<file path="src/rtl/beat_tempo_tracker.sv">
// beat_tempo_tracker: one-shot beat events with holdoff, ms interval timing and 4-interval mean tempo.
// Define BEAT_TEMPO_LOCK_EN to build the steady-tempo comparator; otherwise tempo_lock is tied low.
module beat_tempo_tracker #(
  parameter int TICK_DIV   = 50000,
  parameter int HOLDOFF_MS = 150,
  parameter int TIMEOUT_MS = 2000,
  parameter int PERIOD_W   = 12
) (
  input  logic                clk,
  input  logic                rst,
  input  logic                beat_en,
  input  logic [1:0]          beat_intensity,
  output logic                beat_pulse,
  output logic [1:0]          pulse_intensity,
  output logic [PERIOD_W-1:0] period_ms,
  output logic                period_valid,
  output logic                tempo_lock
);
  localparam int PSW = $clog2(TICK_DIV + 1);
  localparam int HW  = $clog2(HOLDOFF_MS + 1);
  localparam int SW  = PERIOD_W + 2;
  localparam logic [1:0] IDLE = 2'd0, FIRST = 2'd1, TRACK = 2'd2;
  logic [PSW-1:0]      presc_q, presc_d;
  logic                beat_d_q, beat_d_d;
  logic [HW-1:0]       holdoff_q, holdoff_d;
  logic [1:0]          state_q, state_d;
  logic [PERIOD_W-1:0] ivl_q, ivl_d;
  logic [PERIOD_W-1:0] hist_q [4];
  logic [PERIOD_W-1:0] hist_d [4];
  logic [2:0]          cnt_q, cnt_d;
  logic                pulse_q, pulse_d;
  logic [1:0]          pint_q, pint_d;
  logic [PERIOD_W-1:0] period_q, period_d;
  logic                valid_q, valid_d;
  logic                tick, rise, accept, timeout, push;
  logic [SW-1:0]       sum;
  always_comb begin
    tick      = presc_q == PSW'(TICK_DIV - 1);
    presc_d   = tick ? '0 : presc_q + PSW'(1);
    beat_d_d  = beat_en;
    rise      = beat_en & ~beat_d_q;
    accept    = rise & (holdoff_q == '0);
    timeout   = (state_q != IDLE) & (ivl_q == PERIOD_W'(TIMEOUT_MS));
    push      = accept & (state_q != IDLE) & ~timeout;
    holdoff_d = accept ? HW'(HOLDOFF_MS) : holdoff_q - HW'(tick && holdoff_q != '0);
    // a beat coinciding with timeout restarts tracking from scratch
    state_d   = accept ? ((state_q == IDLE || timeout) ? FIRST : TRACK) : (timeout ? IDLE : state_q);
    ivl_d     = (accept || timeout) ? '0 : (tick && state_q != IDLE) ? ivl_q + PERIOD_W'(1) : ivl_q;
    hist_d[0] = timeout ? '0 : push ? ivl_q : hist_q[0];
    for (int i = 1; i < 4; i++)
      hist_d[i] = timeout ? '0 : push ? hist_q[i-1] : hist_q[i];
    cnt_d     = timeout ? 3'd0 : (push && cnt_q != 3'd4) ? cnt_q + 3'd1 : cnt_q;
    sum       = SW'(hist_q[0]) + SW'(hist_q[1]) + SW'(hist_q[2]) + SW'(hist_q[3]);
    period_d  = timeout ? '0 : PERIOD_W'(sum >> 2);
    valid_d   = ~timeout & (cnt_q == 3'd4);
    pulse_d   = accept;
    pint_d    = accept ? beat_intensity : pint_q;
  end
  always_ff @(posedge clk or negedge rst) begin
    if (!rst) begin
      presc_q   <= '0;
      beat_d_q  <= 1'b1;
      holdoff_q <= '0;
      state_q   <= IDLE;
      ivl_q     <= '0;
      hist_q    <= '{default: '0};
      cnt_q     <= '0;
      pulse_q   <= 1'b0;
      pint_q    <= '0;
      period_q  <= '0;
      valid_q   <= 1'b0;
    end else begin
      presc_q   <= presc_d;
      beat_d_q  <= beat_d_d;
      holdoff_q <= holdoff_d;
      state_q   <= state_d;
      ivl_q     <= ivl_d;
      hist_q    <= hist_d;
      cnt_q     <= cnt_d;
      pulse_q   <= pulse_d;
      pint_q    <= pint_d;
      period_q  <= period_d;
      valid_q   <= valid_d;
    end
  end
  assign beat_pulse      = pulse_q;
  assign pulse_intensity = pint_q;
  assign period_ms       = period_q;
  assign period_valid    = valid_q;
`ifdef BEAT_TEMPO_LOCK_EN
  logic                lock_q, lock_d, band;
  logic [PERIOD_W-1:0] tol;
  always_comb begin
    tol  = period_q >> 3;
    band = 1'b1;
    for (int i = 0; i < 4; i++)
      band = band & ({1'b0, hist_q[i]} + {1'b0, tol} >= {1'b0, period_q})
                  & ({1'b0, hist_q[i]} <= {1'b0, period_q} + {1'b0, tol});
    lock_d = ~timeout & valid_q & band;
  end
  always_ff @(posedge clk or negedge rst) begin
    if (!rst) lock_q <= 1'b0;
    else      lock_q <= lock_d;
  end
  assign tempo_lock = lock_q;
`else
  assign tempo_lock = 1'b0;
`endif
endmodule

</file>
<file path="config.mk">
export PLATFORM = sky130hd
export DESIGN_NAME = beat_tempo_tracker
export DESIGN_NICKNAME = d
export VERILOG_FILES = /design/src/rtl/beat_tempo_tracker.sv
export SDC_FILE = /design/constraint.sdc
export NUM_CORES = 1
export LEC_CHECK = 0
export CAP_MARGIN = 10
export CORE_UTILIZATION = 55
export CTS_CLUSTER_DIAMETER = 120
export DETAILED_ROUTE_END_ITERATION = 10
export GPL_TIMING_DRIVEN = 0
export HOLD_SLACK_MARGIN = 0.12
export PLACE_DENSITY = 0.81
export SLEW_MARGIN = 10
export SYNTH_ARGS = -nofsm -noshare
export SYNTH_HDL_FRONTEND = slang
export SYNTH_SLANG_ARGS = --single-unit
</file>
<file path="constraint.sdc">
create_clock -name clk -period 3.4 [get_ports clk]
set_clock_uncertainty 0.15 [all_clocks]
set_input_delay 0.51 -clock clk [delete_from_list [all_inputs] [get_ports clk]]
set_output_delay 0.51 -clock clk [all_outputs]
set_load 0.03 [all_outputs]
</file>
==> results by group, run 1 <==
GRT
  • GRT Residual Overflow: 0
  • Tot GR Track Use: between 20% and 30%
  • Pin count of the biggest net entering global routing: slightly above 90
  • Vias in the first global route: roughly 4,100
  • First-pass GRT wire length: ~20 mm
  • Initial antenna violation count: 0

Finish
  • Layout Nets: between 600 and 700
  • P&R area growth vs syn: 12.9%
  • N_diodes: 0
  • Share of layout cells above drive strength 1: around an eighth
  • FILL cells: 743
  • Final Util: between 60 and 70%

Synth
  • Synth warn: 0
  • Mean post-synth cell area: 10.8 um2
  • Syn Inst Count: between 500 and 600
  • Synth Flop Type: dfrtp_1
  • Synth cell types: between 50 and 60
  • Mapped Nets: between 500 and 600
  • Yosys reg bits: approximately 110
  • Synth Cell Area: approximately 5600 um2
  • Post-synth ARST share: 100%
  • Seq/Total Area, Yosys: between 40% and 50%
  • Post-synth EDFFs: 0

Placement
  • Pre-CTS WS: -0.316 ns
  • Dpl hpwl: 7.72 mm
  • RePlAce Congestion: between 0.8 and 0.9
  • PortBufs: 20

Critical path
  • Worst Path Class, Setup: reg -> reg
  • Critical-path maximum fanout: 4
  • Setup crit end kind: flop
  • Worst Path Required: 3.51 ns
  • Startpoint types: flop
  • Worst Path Arrival: ~3.5 ns

STA
  • Setup violators final: 0
  • Rel. slew slack: 56.4%
  • Least-Margin Pin Slew: between 0.6 and 0.7 ns
  • Final worst slack: ~0.010 ns
  • RSZ-0062 raised after global routing: true
  • Max Slew Vio Count: 0
  • Min Tclk post-route: 3.39 ns
  • Final hold violations: 0
  • Final Cycle Share: ~100%
  • Max Freq: slightly below 300 MHz

Floorplan
  • Initial Util: about 57%
  • Width of the die: around 100 um
  • Die area: ~11,000 um2
  • I/O pin cnt: 22
  • Core box area: around 9900 um2
  • Row cnt: 36
  • Die Y: around 100 um

Min path
  • Worst hold path type: reg -> reg

Clock network
  • Clock-pin slew on the worst setup and hold paths: 0.10 ns
  • Root buf cell: clkbuf_8
  • CTS Sinks: approximately 110
  • H-tree depth: 3
  • CTS tree: done
  • Clk Latency, worst-skew pair: roughly 0.36 ns
  • CTS max path bufs: 2
  • CTS Buf Count: 9

Detailed routing
  • Wire per inst: 15.6 um
  • WL final: 11.0 mm
  • # DRC: 0
  • DR iter-0 viols: around 150
  • Via count: just under 4,000
  • DR vias/cell: 5.62
  • DRT antenna net count: 0
  • Router iterations before antenna repair: 4

Run
  • Max cap viols: 0

Power and ir drop
  • Total chip power: between 0.002 and 0.0025 W
  • Pleak: approximately 2.9 nW
  • VDD IR max: 214 uV
  • P per Cell Area: between 300 and 400 nW/um2

Run status
  • Outcome: completed
placed cells by master (no fill, tap or decap), types with 6 or more instances in the layout:
cell	count
dfrtp_1	105
a21oi_1	7
nand3_1	14
buf_6	6
nand4_1	7
nor2_1	44
nand2_1	24
inv_1	76
xor2_1	14
buf_4	16
nor3_1	13
clkdlybuf4s50_1	19
clkbuf_8	10
o21ai_0	15
a22o_1	47
xnor2_1	15
fa_1	22
and3_1	7
ha_1	18
logic make-up (layout without fill, tap and decap cells):
family,after synthesis,count (layout),share of synthesized area [%]
multiplexers,3,3,0.577
AO/OA/AOI/OAI,96,96,12.9
buffers and inverters,99,148,7.70
AND/OR/NAND/NOR,148,148,14.7
XOR/XNOR,29,29,4.50
flip-flops,106,106,47.0
other,1,1,0.0665
adder cells (fa/ha/maj),42,42,12.5
metal layers:
metal / GRT usage, % / vias up / wire length, um
li1: - / 1860 / -
met1: 29.8 / 2013 / 4710
met2: 42.4 / 79 / 5770
met3: 3.90 / 18 / 331
met4: 8.78 / 0 / 199
met5: 0 / - / 0
worst paths after layout:
check                                                     from                              to  slack, ns  cells after the start
worst max-delay path                     hist_q[1]$_DFFE_PN0P_          period_ms[9]$_DFF_PN0_       0.01                     10
worst min-delay path            pulse_intensity[0]$_DFFE_PN0P_  pulse_intensity[0]$_DFFE_PN0P_       0.34                      2
worst min register to register  pulse_intensity[0]$_DFFE_PN0P_  pulse_intensity[0]$_DFFE_PN0P_       0.34                      2
worst max register to register           hist_q[1]$_DFFE_PN0P_          period_ms[9]$_DFF_PN0_       0.01                     10
min in group asynchronous                                  rst         period_ms[10]$_DFF_PN0_       0.37                      2
max in group asynchronous                                  rst              beat_d_q$_DFF_PN1_       2.04                      3
registers in the layout, indices dropped and copies added (netlist names):
signal / flops
state_q: 2
period_ms: 12
presc_q: 16
beat_pulse: 1
holdoff_q: 8
hist_q: 48
beat_d_q: 1
ivl_q: 12
pulse_intensity: 2
period_valid: 1
cnt_q: 3
report_power, final:
group	total (W)	leakage, nW	switching [W]	internal, W
combinational	0.0000351	1.41	0.0000259	0.00000918
clock	0.000709	0.0903	0.000421	0.000288
sequential	0.00126	1.37	0.000000108	0.00126
total	0.00200	2.87	0.000447	0.00156
area by class of cell:
| cell class | instances | area (um2) | area share (%) |
|---|---|---|---|
| multi-input cells | 319 | 2620 | 41.1 |
| plain buffers | 18 | 130 | 2.04 |
| clock inverters | 4 | 27.5 | 0.432 |
| inverters | 81 | 304 | 4.78 |
| repair buffers | 33 | 322 | 5.05 |
| clock buffers | 12 | 145 | 2.28 |
| well taps | 133 | 166 | 2.61 |
| flip-flops and latches | 106 | 2650 | 41.7 |
critical path, cell delays in order (launching register included):
cell and delay, ns:
dfrtp_1 0.37, inv_2 0.04, fa_1 0.54, fa_1 0.43, or3b_4 0.39, fa_2 0.40
nor2b_4 0.17, o21ai_4 0.09, a311oi_2 0.31, o41ai_2 0.11, mux2_2 0.29
synthesized netlist by cell type, drive strengths merged (4+ instances only):
cell type | count | area share, %
fa | 24 | 8.5
o21a | 4 | 0.53
nor3 | 15 | 1.6
o21ai | 18 | 1.7
and3 | 7 | 0.78
nand2 | 24 | 1.6
a31oi | 4 | 0.44
nand3 | 14 | 1.2
nor2b | 6 | 0.67
nor4 | 8 | 1.8
a22o | 47 | 7.3
xor2 | 14 | 2.2
buf | 15 | 2.1
nand2b | 5 | 0.55
nor2 | 46 | 3.1
inv | 81 | 5.4
dfrtp | 105 | 47
nand4 | 7 | 0.78
a21oi | 7 | 0.62
xnor2 | 15 | 2.3
a21o | 4 | 0.53
ha | 18 | 4.0
through the flow:
| step | instances | TNS (ns) | hold WS (ns) | instance area, um2 |
|---|---|---|---|---|
| floorplan | 524 | 0 | 0.0644 | 5640 |
| CTS | 706 | -0.0188 | 0.340 | 6350 |
| global placement | 677 | -226.14 | 0.312 | 6010 |
| global route | 706 | -0.214 | 0.378 | 6370 |
| detailed placement | 678 | -0.781 | 0.195 | 6040 |
| finish | 706 | 0 | 0.336 | 6370 |
what timing repair did:
action                     4_1_cts  5_1_grt
cloned                           0        0
setup endpoints to repair        4        4
buffers inserted                11        0
hold endpoints to repair        14        0
pin swaps                        9        2
hold buffers                     1        0
resized for setup               12        7
(Power assumes the default switching activity.)
==> run 2: changes to the inputs <==
--- a/config.mk
+++ b/config.mk
@@ -6,12 +6,12 @@
 export NUM_CORES = 1
 export LEC_CHECK = 0
 export CAP_MARGIN = 10
-export CORE_UTILIZATION = 55
+export CORE_UTILIZATION = 65
 export CTS_CLUSTER_DIAMETER = 120
 export DETAILED_ROUTE_END_ITERATION = 10
 export GPL_TIMING_DRIVEN = 0
 export HOLD_SLACK_MARGIN = 0.12
-export PLACE_DENSITY = 0.81
+export PLACE_DENSITY = 0.89
 export SLEW_MARGIN = 10
 export SYNTH_ARGS = -nofsm -noshare
 export SYNTH_HDL_FRONTEND = slang
==> constraint.sdc (replaced) <==
create_clock -name clk -period 4.3 [get_ports clk]
set_clock_uncertainty 0.15 [all_clocks]
set_input_delay 0.645 -clock clk [delete_from_list [all_inputs] [get_ports clk]]
set_output_delay 0.645 -clock clk [all_outputs]
set_load 0.03 [all_outputs]
==> run 2 against run 1 <==
Critical path type unchanged. Core utilization rose by 10 points. Die area fell by 15%. Wire length rose by 1.2%. Combinational power fell by 23%. Power fell by 18%. Clock-buffer cell count fell by 1.
==> results by group, run 2 (synthesized netlist as in run 1, its figures left out) <==
Floorplan
  • Die area: 9050 um2 (-15%)
  • Die Y: 95.2 um (-7.9%)
  • I/O pin cnt: 22 (unchanged)
  • Width of the die: 95.2 um (-7.9%)
  • Core box area: 8300 um2 (-16%)
  • Initial Util: 68.0% (+11 points)
  • Row cnt: 33 (-8.3%)

STA
  • Least-Margin Pin Slew: 0.697 ns (+0.0491 ns)
  • Min Tclk post-route: 3.75 ns (+0.362 ns)
  • Setup violators final: 0 (unchanged)
  • Rel. slew slack: 53.6% (-2.9 points)
  • Final Cycle Share: 87.3% (-12 points)
  • Max Slew Vio Count: 0 (unchanged)
  • Max Freq: 267 MHz (-9.7%)
  • Final hold violations: 0 (unchanged)
  • RSZ-0062 raised after global routing: false

Detailed routing
  • DRT antenna net count: 0 (unchanged)
  • Via count: 3,905 (-1.6%)
  • # DRC: 0 (unchanged)
  • WL final: 11.1 mm (+1.2%)
  • DR vias/cell: 5.86 (+4.3%)
  • Wire per inst: 16.7 um (+7.2%)
  • Router iterations before antenna repair: 5 (+1)
  • DR iter-0 viols: 202 (+32%)

Finish
  • P&R area growth vs syn: 9.96%
  • Regs by FF count: hist_q (48), presc_q (16)
  • Non-filler cells, final: 666 (-5.7%)
  • Multi-input gate area: 2550 um2 (-2.5%)
  • Largest Register: hist_q
  • Max reg flops: 48 (unchanged)
  • Layout Nets: 603 (-2.0%)
  • Commonest non-fill, non-tap cell in the layout: dfrtp_1
  • FILL cells: 534 (-28%)
  • Leading cell types in the layout, fill and taps excluded: dfrtp_1 (105), inv_1 (80), a22o_1 (47)
  • Share of layout cells above drive strength 1: 9.09% (-3.8 points)
  • Register area: 2650 um2 (unchanged)
  • N_diodes: 0 (unchanged)

Run status
  • Outcome: completed

GRT
  • Grt met1 use: 35.3% (+5.5 points)
  • GRT Residual Overflow: 0 (unchanged)
  • Vias in the first global route: 4,067 (-1.9%)
  • Tot GR Track Use: 28.4% (+4.4 points)
  • Global Route met3 Usage: 4.47% (+0.57 points)
  • First-pass GRT wire length: 19.3 mm (-1.4%)
  • Top Usage Layer GRT: met2
  • Pin count of the biggest net entering global routing: 55 (-41%)
  • GR Util met2: 48.8% (+6.3 points)
  • Initial antenna violation count: 0 (unchanged)

Power and ir drop
  • Total chip power: 0.00165 W (-18%)
  • VDD IR max: 258 uV (+21%)
  • P per Cell Area: 266 nW/um2 (-15%)
  • Pleak: 2.79 nW (-2.7%)

Critical path
  • Cell Chain, Critical Path: inv_1 > fa_1 > fa_1 > or3b_2 > fa_1 > nor2b_1 > o21ai_0 > a311oi_1 > o41ai_1 > mux2_2
  • Worst Setup SP: hist_q[1]$_DFFE_PN0P_
  • Worst Path Required: 4.41 ns (+0.90 ns)
  • Reg2reg end: period_ms[9]$_DFF_PN0_
  • Worst Path Arrival: 3.86 ns (+0.36 ns)
  • CP delay by family, top: adder cells
  • RR Startpoint: hist_q[1]$_DFFE_PN0P_
  • Critical-path maximum fanout: 4 (unchanged)
  • CP bufs+invs: 1 (unchanged)
  • Reg-to-reg setup timing slack: 0.55 ns (+0.54 ns)
  • Worst Path Class, Setup: reg -> reg
  • Setup crit end kind: flop
  • Max stage delay on crit path: 0.56 ns (+0.02 ns)
  • Startpoint types: flop
  • R2r worst-path depth: 10 (unchanged)
  • Cell mode on critical path: fa_1
  • CP max-delay cell: fa_1

Placement
  • RePlAce Congestion: 0.978 (+15%)
  • DP Cell Count: 650 (-4.1%)
  • PortBufs: 20 (unchanged)
  • Dpl hpwl: 8.22 mm (+6.4%)

Clock network
  • Clk Latency, worst-skew pair: 0.37 ns (about the same)
  • CTS max path bufs: 2 (unchanged)
  • Root buf cell: clkbuf_8
  • CTS Buf Count: 9 (unchanged)
  • CTS tree: done
  • Post-CTS Setup Inserts: 0 (-11)
  • CTS Hold Bufs: 0 (-1)
  • CTS Sinks: 106 (unchanged)
  • H-tree depth: 3 (unchanged)
  • Clock-pin slew on the worst setup and hold paths: 0.10 ns (about the same)
  • Resize count post-CTS: 0 (-12)

Run
  • Max cap viols: 0 (unchanged)

Min path
  • Worst hold path type: in -> async
run 2: where the power goes:
group	internal (W)	leakage (nW)	total, W	switching (W)
Clock	0.000291	0.105	0.000629	0.000338
Sequential	0.000997	1.37	0.000997	0.0000000636
Combinational	0.00000631	1.32	0.0000269	0.0000206
run 2: layout make-up:
class	count	share of cell area, %
sequential	106	42.8
buffer	18	2.10
timing repair buffer	21	3.63
tap	105	2.12
clock buffer	11	2.28
inverter	81	4.90
clock inverter	5	1.03
multi-input combinational	319	41.2
run 2: per-layer routing:
layer / wire [um] / vias up
met3: 305 / 29
met2: 5760 / 78
met4: 344 / 0
met1: 4730 / 1968
met5: 0 / -
li1: - / 1830
run 2: how the worst max path moves through the flow:
stage / endpoint / cells after the start
2_1_floorplan: period_ms[9]$_DFF_PN0_ / 10
3_3_place_gp: presc_q[7]$_DFF_PN0_ / 1
3_5_place_dp: period_ms[9]$_DFF_PN0_ / 10
4_1_cts: period_ms[9]$_DFF_PN0_ / 10
5_1_grt: period_ms[9]$_DFF_PN0_ / 10
6_report: period_ms[9]$_DFF_PN0_ / 10
run 2: metrics by stage:
stage	util (%)	setup TNS [ns]	instance area, um2	hold slack, ns	setup slack, ns
after floorplan	-	0	5640	0.199	0.880
after global placement	72.0	-141.65	5970	0.315	-1.35
after detailed placement	72.3	0	6000	0.317	0.599
after CTS	74.7	0	6200	0.176	0.572
after global routing	74.7	0	6200	0.231	0.415
final	74.7	0	6200	0.159	0.548
==> run 3: changes to the inputs <==
--- a/config.mk
+++ b/config.mk
@@ -6,12 +6,13 @@
 export NUM_CORES = 1
 export LEC_CHECK = 0
 export CAP_MARGIN = 10
-export CORE_UTILIZATION = 65
+export CORE_MARGIN = 3
+export CORE_UTILIZATION = 61
 export CTS_CLUSTER_DIAMETER = 120
 export DETAILED_ROUTE_END_ITERATION = 10
 export GPL_TIMING_DRIVEN = 0
 export HOLD_SLACK_MARGIN = 0.12
-export PLACE_DENSITY = 0.89
+export PLACE_DENSITY = 0.85
 export SLEW_MARGIN = 10
 export SYNTH_ARGS = -nofsm -noshare
 export SYNTH_HDL_FRONTEND = slang
==> constraint.sdc (replaced) <==
create_clock -name clk -period 3.5 [get_ports clk]
set_clock_uncertainty 0.15 [all_clocks]
set_input_delay 0.525 -clock clk [delete_from_list [all_inputs] [get_ports clk]]
set_output_delay 0.525 -clock clk [all_outputs]
set_load 0.03 [all_outputs]
==> run 3 against run 2 <==
Sequential power is 22% higher. Power increased by 19%. Non-clock buffer count grew 5. Register-to-register slack worse by 0.46 ns. First-iteration DRC count increased by 24%. Die area increased by 15%. Via count is 2.2% higher. Global-route usage fell by 4.5 points. Sequential cell count is the same. Final area increased by 1.4%. Maximum frequency up 10%. Largest cell class unchanged.
==> results by group, run 3 (synthesized netlist as in run 1, its figures left out) <==
Critical path
  • Critical-path maximum fanout: 4 (unchanged)
  • Max stage delay on crit path: 0.55 ns (about the same)
  • Setup crit end kind: flop
  • Worst Path Class, Setup: reg -> reg
  • Cell Chain, Critical Path: inv_1 > fa_1 > fa_1 > or3b_4 > fa_2 > nor2b_4 > o21ai_4 > a311oi_4 > o41ai_2 > mux2_2
  • Worst Setup SP: hist_q[1]$_DFFE_PN0P_
  • Reg-to-reg setup timing slack: 0.09 ns (-0.46 ns)
  • Reg2reg end: period_ms[9]$_DFF_PN0_
  • R2r worst-path depth: 10 (unchanged)
  • CP delay by family, top: adder cells
  • RR Startpoint: hist_q[1]$_DFFE_PN0P_
  • CP max-delay cell: fa_1
  • Startpoint types: flop
  • Worst Path Arrival: 3.53 ns (-0.33 ns)
  • CP bufs+invs: 1 (unchanged)
  • Worst Path Required: 3.62 ns (-0.79 ns)
  • Cell mode on critical path: fa_1

Power and ir drop
  • Combinational share of power: 1.6% (about the same)
  • Switching fraction of total power: 22.6% (+0.92 points)
  • Net Sw Power: 0.000444 W (+24%)
  • Pleak: 2.84 nW (+1.9%)
  • VDD IR max: 202 uV (-22%)
  • Int Power: 0.00152 W (+17%)
  • Clock Power Share: 35.9% (-2.1 points)
  • Flop pwr share: 62.4% (+2.1 points)
  • Total chip power: 0.00196 W (+19%)
  • P per Cell Area: 312 nW/um2 (+17%)

Finish
  • P&R area growth vs syn: 11.5%
  • N_diodes: 0 (unchanged)
  • Share of layout cells above drive strength 1: 11.1% (+2.0 points)
  • FILL cells: 611 (+14%)
  • Regs by FF count: hist_q (48), presc_q (16)
  • Max reg flops: 48 (unchanged)
  • Multi-input gate area: 2630 um2 (+3.0%)
  • Non-filler cells, final: 674 (+1.2%)
  • Final instance area: 6290 um2 (+1.4%)
  • Layout Nets: 608 (+0.83%)
  • Leading cell types in the layout, fill and taps excluded: dfrtp_1 (105), inv_1 (80), a22o_1 (47)
  • Largest Register: hist_q
  • Register area: 2650 um2 (unchanged)
  • Commonest non-fill, non-tap cell in the layout: dfrtp_1

Placement
  • RePlAce Congestion: 0.879 (-10%)
  • Area after DPL: 5990 um2 (about the same)
  • DP Cell Count: 653 (+0.46%)
  • Dpl hpwl: 8.18 mm (-0.46%)
  • PortBufs: 20 (unchanged)

Clock network
  • Root buf cell: clkbuf_8
  • H-tree depth: 3 (unchanged)
  • CTS tree: done
  • CTS Buf Count: 9 (unchanged)
  • CTS Sinks: 106 (unchanged)
  • Clk Latency, worst-skew pair: 0.37 ns (about the same)
  • CTS max path bufs: 2 (unchanged)
  • Clock-pin slew on the worst setup and hold paths: 0.11 ns (about the same)

Min path
  • Hold Path Depth: 1
  • Hold Crit Endpoint: presc_q[0]$_DFF_PN0_
  • Hold_sp: presc_q[0]$_DFF_PN0_
  • Worst hold path type: reg -> reg

STA
  • Setup violators final: 0 (unchanged)
  • Sum Neg Setup Slack: 0 ns (unchanged)
  • Max Slew Vio Count: 0 (unchanged)
  • Max Freq: 293 MHz (+10%)
  • Final Cycle Share: 97.5% (+10 points)
  • Final hold violations: 0 (unchanged)
  • Fin Hold WS: 0.337 ns (+0.178 ns)
  • Rel. slew slack: 48.8% (-4.8 points)
  • Min Tclk post-route: 3.41 ns (-0.341 ns)
  • Least-Margin Pin Slew: 0.768 ns (+0.0718 ns)

GRT
  • Initial antenna violation count: 0 (unchanged)
  • Vias in the first global route: 4,088 (+0.52%)
  • First-pass GRT wire length: 19.4 mm (+0.64%)
  • Pin count of the biggest net entering global routing: 63 (+15%)
  • Tot GR Track Use: 23.9% (-4.5 points)
  • GRT Residual Overflow: 0 (unchanged)

Floorplan
  • Core box area: 8850 um2 (+6.6%)
  • Die area: 10,400 um2 (+15%)
  • Width of the die: 102 um (+7.4%)
  • I/O pin cnt: 22 (unchanged)
  • Row cnt: 34 (+3.0%)
  • Initial Util: 63.7% (-4.2 points)
  • Die Y: 102 um (+7.4%)

Detailed routing
  • # DRC: 0 (unchanged)
  • WL final: 11.4 mm (+2.7%)
  • DR vias/cell: 5.92 (+1.0%)
  • DR iter-0 viols: 250 (+24%)
  • Via count: 3,992 (+2.2%)
  • DRT antenna net count: 0 (unchanged)
  • Router iterations before antenna repair: 4 (-1)
  • Wire per inst: 17.0 um (+1.5%)

Run
  • Max cap viols: 0 (unchanged)

Run status
  • Outcome: completed
==> run 3: changes by cell type in the layout (fill, tap and decap cells not counted), moves of 2 or more <==
| cell | previous run | this run |
|---|---|---|
| o41ai_2 | 0 | 2 |
| fa_2 | 0 | 2 |
| inv_6 | 0 | 2 |
| o41ai_1 | 2 | 0 |
| o21ai_0 | 17 | 15 |
| fa_1 | 24 | 22 |
| buf_4 | 6 | 10 |
==> run 3: cell type report <==
cell class	count	area share, %
clock buffer	12	2.31
tap	108	2.15
multi-input combinational	319	41.8
timing repair buffer	26	4.10
inverter	81	4.83
buffer	18	2.07
sequential	106	42.2
clock inverter	4	0.537
==> run 3: power by group through the flow <==
stage / registers [W] / clock network [W] / logic, W
4_1_cts: 0.00122 / 0.000719 / 0.0000341
3_3_place_gp: 0.00125 / 0 / 0.0000302
5_1_grt: 0.00123 / 0.000776 / 0.0000373
2_1_floorplan: 0.00125 / 0 / 0.00000245
3_5_place_dp: 0.00125 / 0 / 0.0000332
6_report: 0.00122 / 0.000705 / 0.0000322
==> run 3: timing repair <==
action,in CTS,in global routing
gates cloned,0,0
endpoints found under the hold margin,61,0
buffers inserted,1,3
pin swaps,1,5
hold buffers,1,0
gates resized for setup,8,8
endpoints found under the setup margin,3,3
==> run 3: metrics by stage <==
step	setup WS, ns	util [%]
2_1_floorplan	0.0805	-
3_3_place_gp	-2.02	67.5
3_5_place_dp	-0.265	67.7
4_1_cts	0.00913	70.3
5_1_grt	-0.0440	71.1
6_report	0.0891	71.1
==> run 3: per-layer routing <==
layer / GRT usage [%] / share of wire [%]
met3: 4.51 / 3.2
met2: 41.6 / 52
met5: 0 / 0
met1: 30.2 / 43
met4: 8.07 / 2.2
==> run 3: worst max-delay path by stage <==
stage | depth (start not counted) | end
2_1_floorplan | 10 | period_ms[9]$_DFF_PN0_
3_3_place_gp | 1 | presc_q[8]$_DFF_PN0_
3_5_place_dp | 10 | period_ms[9]$_DFF_PN0_
4_1_cts | 10 | period_ms[10]$_DFF_PN0_
5_1_grt | 10 | period_ms[10]$_DFF_PN0_
6_report | 10 | period_ms[9]$_DFF_PN0_
==> run 3: worst reg2reg max path: stages (launching register included) <==
cell and delay [ns]:
dfrtp_1 0.36, inv_1 0.06, fa_1 0.55, fa_1 0.44
or3b_4 0.39, fa_2 0.40, nor2b_4 0.16, o21ai_4 0.09
a311oi_4 0.33, o41ai_2 0.10, mux2_2 0.29
